<file path="src/rtl/vga_vram_reader.sv">
// VGA 640x480@60 display reader: timing counters, VRAM read addressing
// and a 3-stage aligned pipeline from counter state to RGB/sync pins.
module vga_vram_reader #(
    parameter int H_VISIBLE   = 640,
    parameter int H_FRONT     = 16,
    parameter int H_SYNC      = 96,
    parameter int H_BACK      = 48,
    parameter int V_VISIBLE   = 480,
    parameter int V_FRONT     = 10,
    parameter int V_SYNC      = 2,
    parameter int V_BACK      = 33,
    parameter int SCALE_SHIFT = 3,
    parameter int COL_BITS    = 7,
    parameter int ROW_BITS    = 6,
    parameter int ADDR_WIDTH  = 13,
    parameter int DATA_WIDTH  = 3
) (
    input  logic                  Clock,
    input  logic                  Reset,
    output logic [ADDR_WIDTH-1:0] oReadAddress,
    input  logic [DATA_WIDTH-1:0] iReadData,
    output logic                  oRed,
    output logic                  oGreen,
    output logic                  oBlue,
    output logic                  oHSync,
    output logic                  oVSync,
    output logic                  oVBlank,
    output logic                  oFrameStart
);

    localparam int H_TOTAL = H_VISIBLE + H_FRONT + H_SYNC + H_BACK;
    localparam int V_TOTAL = V_VISIBLE + V_FRONT + V_SYNC + V_BACK;

    localparam logic [9:0] H_LAST   = 10'(H_TOTAL - 1);
    localparam logic [9:0] V_LAST   = 10'(V_TOTAL - 1);
    localparam logic [9:0] H_VIS    = 10'(H_VISIBLE);
    localparam logic [9:0] V_VIS    = 10'(V_VISIBLE);
    localparam logic [9:0] HS_FIRST = 10'(H_VISIBLE + H_FRONT);
    localparam logic [9:0] HS_LAST  = 10'(H_VISIBLE + H_FRONT + H_SYNC - 1);
    localparam logic [9:0] VS_FIRST = 10'(V_VISIBLE + V_FRONT);
    localparam logic [9:0] VS_LAST  = 10'(V_VISIBLE + V_FRONT + V_SYNC - 1);

    typedef struct packed {
        logic vis;
        logic hs_n;
        logic vs_n;
        logic vb;
        logic f0;
    } ctrl_t;

    localparam ctrl_t CTRL_IDLE = '{vis: 1'b0, hs_n: 1'b1, vs_n: 1'b1,
                                    vb: 1'b0, f0: 1'b0};

    logic [9:0] r_hc;
    logic [9:0] r_vc;
    ctrl_t      r_ctl1;
    ctrl_t      r_ctl2;

    ctrl_t                 w_ctl0;
    logic [ADDR_WIDTH-1:0] w_addr;

    always_ff @(posedge Clock or negedge Reset) begin
        if (!Reset) begin
            r_hc <= '0;
            r_vc <= '0;
        end else if (r_hc == H_LAST) begin
            r_hc <= '0;
            r_vc <= (r_vc == V_LAST) ? 10'd0 : r_vc + 10'd1;
        end else begin
            r_hc <= r_hc + 10'd1;
        end
    end

    always_comb begin
        w_ctl0      = CTRL_IDLE;
        w_ctl0.vis  = (r_hc < H_VIS) && (r_vc < V_VIS);
        w_ctl0.hs_n = !((r_hc >= HS_FIRST) && (r_hc <= HS_LAST));
        w_ctl0.vs_n = !((r_vc >= VS_FIRST) && (r_vc <= VS_LAST));
        w_ctl0.vb   = (r_vc >= V_VIS);
        w_ctl0.f0   = (r_hc == 10'd0) && (r_vc == 10'd0);
    end

    // Block row/column are plain bit fields of the counters; no multiply.
    assign w_addr = {r_vc[SCALE_SHIFT +: ROW_BITS],
                     r_hc[SCALE_SHIFT +: COL_BITS]};

    always_ff @(posedge Clock or negedge Reset) begin
        if (!Reset) begin
            oReadAddress <= '0;
            r_ctl1       <= CTRL_IDLE;
            r_ctl2       <= CTRL_IDLE;
        end else begin
            oReadAddress <= w_ctl0.vis ? w_addr : '0;
            r_ctl1       <= w_ctl0;
            r_ctl2       <= r_ctl1;
        end
    end

    // Stage 2 control lines up with the RAM's registered read data.
    always_ff @(posedge Clock or negedge Reset) begin
        if (!Reset) begin
            oRed        <= 1'b0;
            oGreen      <= 1'b0;
            oBlue       <= 1'b0;
            oHSync      <= 1'b1;
            oVSync      <= 1'b1;
            oVBlank     <= 1'b0;
            oFrameStart <= 1'b0;
        end else begin
            oRed        <= r_ctl2.vis & iReadData[2];
            oGreen      <= r_ctl2.vis & iReadData[1];
            oBlue       <= r_ctl2.vis & iReadData[0];
            oHSync      <= r_ctl2.hs_n;
            oVSync      <= r_ctl2.vs_n;
            oVBlank     <= r_ctl2.vb;
            oFrameStart <= r_ctl2.f0;
        end
    end

endmodule

</file>
<file path="config.mk">
export PLATFORM = sky130hd
export DESIGN_NAME = vga_vram_reader
export DESIGN_NICKNAME = d
export VERILOG_FILES = /design/src/rtl/vga_vram_reader.sv
export SDC_FILE = /design/constraint.sdc
export NUM_CORES = 1
export LEC_CHECK = 0
export BUFFER_PORTS_ARGS = -buffer_cell sky130_fd_sc_hd__buf_2
export CAP_MARGIN = 10
export CORE_MARGIN = 10
export CORE_UTILIZATION = 45
export CTS_CLUSTER_SIZE = 40
export DETAILED_ROUTE_END_ITERATION = 7
export MAX_ROUTING_LAYER = met4
export PLACE_DENSITY_LB_ADDON = 0.3
export SLEW_MARGIN = 20
export SYNTH_ARGS = -nofsm -noshare
export SYNTH_HDL_FRONTEND = slang
export SYNTH_SLANG_ARGS = --single-unit
export TNS_END_PERCENT = 5
</file>
<file path="constraint.sdc">
create_clock -name Clock -period 2.7 [get_ports Clock]
set_clock_uncertainty 0.15 [all_clocks]
set_input_delay 0.135 -clock Clock [delete_from_list [all_inputs] [get_ports Clock]]
set_output_delay 0.135 -clock Clock [all_outputs]
set_load 0.005 [all_outputs]
</file>
==> flow_metrics.tcl <==
set metrics [dict create \
    status "complete, no violations" \
    cp_slowest_cell "dfrtp_1" \
    start_util_pct 46.2 \
    yosysSeqAreaShare_pct 62.5 \
    hold_viol 0 \
    ctsRootBufferMaster "clkbuf_8" \
    synth_flop_cell "dfrtp_1" \
    worst_pin_slew_ns 0.643 \
    drive_gt1_share_pct 24.2 \
    reg2reg_depth 6 \
    maxCapViolations 0 \
    pwr_density_cell_nw_per_um2 517 \
    syn_area_um2 2010 \
    path_clk_slew_ns 0.09 \
    synth-seq-cells 50 \
    cp_max_fo 11 \
    wl_mm 3.81 \
    dieArea_um2 7550 \
    tns_ns 0 \
    coreArea_um2 4350 \
    port_buffers 24 \
    synth-edff-count 0 \
    reg2reg_to "r_vc[4]" \
    vias 1321 \
    period_minus_slack_ns 1.98 \
    r2r_start "r_hc[0]" \
    critPathKind "flip-flop to flip-flop" \
    rows 24 \
    grt_pass1_wl_mm 6.60 \
    place_area_um2 2180 \
    slew_violations 0 \
    cts_sinks 50 \
    rsz0062_at_grt "false" \
    drt_iter0_markers 81 \
    post_drt_wl_per_cell_um 15.7 \
    die_width_um 86.9 \
    synth_top_area_share_pct 54.7 \
    cts_tree "yes" \
    final_cell_mix "44 x dfrtp_1, 24 x buf_2, 15 x and2_1" \
    cts_max_level 2 \
    start_kind "flip-flop" \
    slew_headroom_pct 56.9 \
    antenna_left 0 \
    yosys-top-cells-area "dfrtp_1 55%, dfstp_2 7.8%, and2_1 4.7%" \
    ys_async_sr_fraction_pct 100 \
    antenna_found_initial 0 \
    critical_path_arrival_ns 2.02 \
    grt_max_degree 22 \
    firstDrtPassIters 4 \
    fillers 377 \
    setup_viol 0 \
    synth_cells 160 \
    synth.distinct_cells 39 \
    fin_area_um2 2300 \
    cts_buffers 5 \
    clock_path_buffers 2 \
    fin_crit_sh_pct 73.4 \
    synth_nets 170 \
    fmax_mhz 505 \
    drc 0 \
    antenna_cells 0 \
    fin_nets 200 \
    avgSynthCellArea_um2 12.6 \
    dp_hpwl_mm 2.77 \
    viasPerCell 5.46 \
    die_h_um 86.9 \
    endpoint_kind "flip-flop" \
    grt.total_usage_pct 11.1 \
    syn2layout_area_growth_pct 14.5 \
    slowest_delay_ns 0.41 \
    hold_path_class "primary input to async pin" \
    cp_cell_sequence "ha_1 > nand3_1 > nor3_1 > buf_4 > nand4_1 > mux2_2" \
    ys_warn_count 0 \
    grt.overflow.total 0 \
    first_global_vias 1359 \
    clk_latency_ns 0.30 \
    layout_commonest_cell "dfrtp_1" \
    p_leak_nw 1.10 \
    rrSetupSlack_ns 0.72 \
    required_ns 2.74 \
    yosysTopAreaCell "dfrtp_1" \
    io_pins 25 \
    vdd_drop_max_mv 0.161 \
    gp_congestion 0.931 \
]
==> report_power, final <==
part	switching [W]	leakage, nW	internal [W]
Combinational	0.0000173	0.432	0.0000103
Clock	0.000236	0.0362	0.000177
Sequential	0.000000520	0.636	0.000751
==> flip-flops by register name, summed over array words and instances, names as in the netlist <==
signal / flops
r_vc: 10
r_ctl1: 5
oRed: 1
oGreen: 1
oFrameStart: 1
oReadAddress: 13
r_ctl2: 5
oBlue: 1
oVBlank: 1
oVSync: 1
r_hc: 10
oHSync: 1
==> cell type report <==
| cell class | count | area (µm²) | area share (%) |
|---|---|---|---|
| multi-input combinational | 97 | 696 | 30.2 |
| sequential | 50 | 1260 | 54.6 |
| tap | 52 | 65.1 | 2.82 |
| clock inverter | 2 | 15.0 | 0.651 |
| clock buffer | 5 | 68.8 | 2.99 |
| timing repair buffer | 31 | 183 | 7.93 |
| inverter | 5 | 18.8 | 0.814 |
==> worst max path at each step <==
| stage | depth (start not counted) | end | startpoint | slack (ns) |
|---|---|---|---|---|
| 2_1_floorplan | 7 | r_vc[7] | r_vc[0] | 0.94 |
| 3_3_place_gp | 4 | oReadAddress[0] | r_vc[5] | 0.77 |
| 3_5_place_dp | 6 | r_vc[4] | r_hc[0] | 0.70 |
| 4_1_cts | 6 | r_vc[4] | r_hc[0] | 0.70 |
| 5_1_grt | 6 | r_vc[4] | r_hc[0] | 0.54 |
| 6_report | 6 | r_vc[4] | r_hc[0] | 0.72 |
==> cell families (layout without fill, tap and decap cells) <==
logic type / count (synthesis) / count (layout) / share of synthesized area, %
AOI/OAI and AO/OA: 13 / 13 / 4.54
xor gates and xnor gates: 9 / 9 / 3.92
adders and majority gates: 5 / 5 / 3.11
buffers and inverters: 13 / 43 / 2.92
DFF: 50 / 50 / 62.5
muxes: 4 / 4 / 2.18
and+or+nand+nor: 66 / 66 / 20.8
==> per-layer routing <==
| layer | GRT usage [%] | up-vias | part of all wire (%) |
|---|---|---|---|
| met5 | - | - | 0 |
| met4 | 4.12 | 0 | 2.0 |
| met3 | 3.28 | 9 | 6.4 |
| met2 | 17.5 | 45 | 48 |
| met1 | 12.9 | 655 | 43 |
| li1 | - | 612 | - |
==> worst max-delay path: cells and delay by family (launching register included) <==
family / cells / cell delay, ns
adders and majority gates: 1 / 0.23
buffers and inverters: 1 / 0.22
DFF: 1 / 0.41
muxes: 1 / 0.29
and+or+nand+nor: 3 / 0.57
==> cell usage after synthesis, drive strengths merged, types with 2 or more instances <==
cell and n:
and3 6, ha 5, mux2 3, and2 15, nor2 10, inv 5
nor4b 2, nand2 4, clkbuf 2, o21a 3, nand2b 2, o21ai 2
xnor2 4, nand4 8, nor3 4, xor2 5, dfrtp 44, nand3 4
dfstp 6, a21oi 2, buf 6, nor4 4, and4 2
==> stage by stage <==
step / utilization (%) / hold slack [ns] / setup slack [ns] / power (W) / instances
floorplan: - / -0.311 / 0.939 / 0.000768 / 160
global placement: 50.1 / -0.126 / 0.770 / 0.000789 / 231
detailed placement: 50.1 / -0.127 / 0.705 / 0.000791 / 231
CTS: 52.9 / 0.0900 / 0.696 / 0.00121 / 242
global route: 52.9 / 0.120 / 0.536 / 0.00123 / 242
finish: 52.9 / 0.0829 / 0.718 / 0.00119 / 242
==> timing repair <==
item	4_1_cts	5_1_grt
setup buffers	0	0
gates resized for setup	0	0
hold buffers	4	0
endpoints found under the hold margin	47	0
Power figures use the tool's default switching activity.
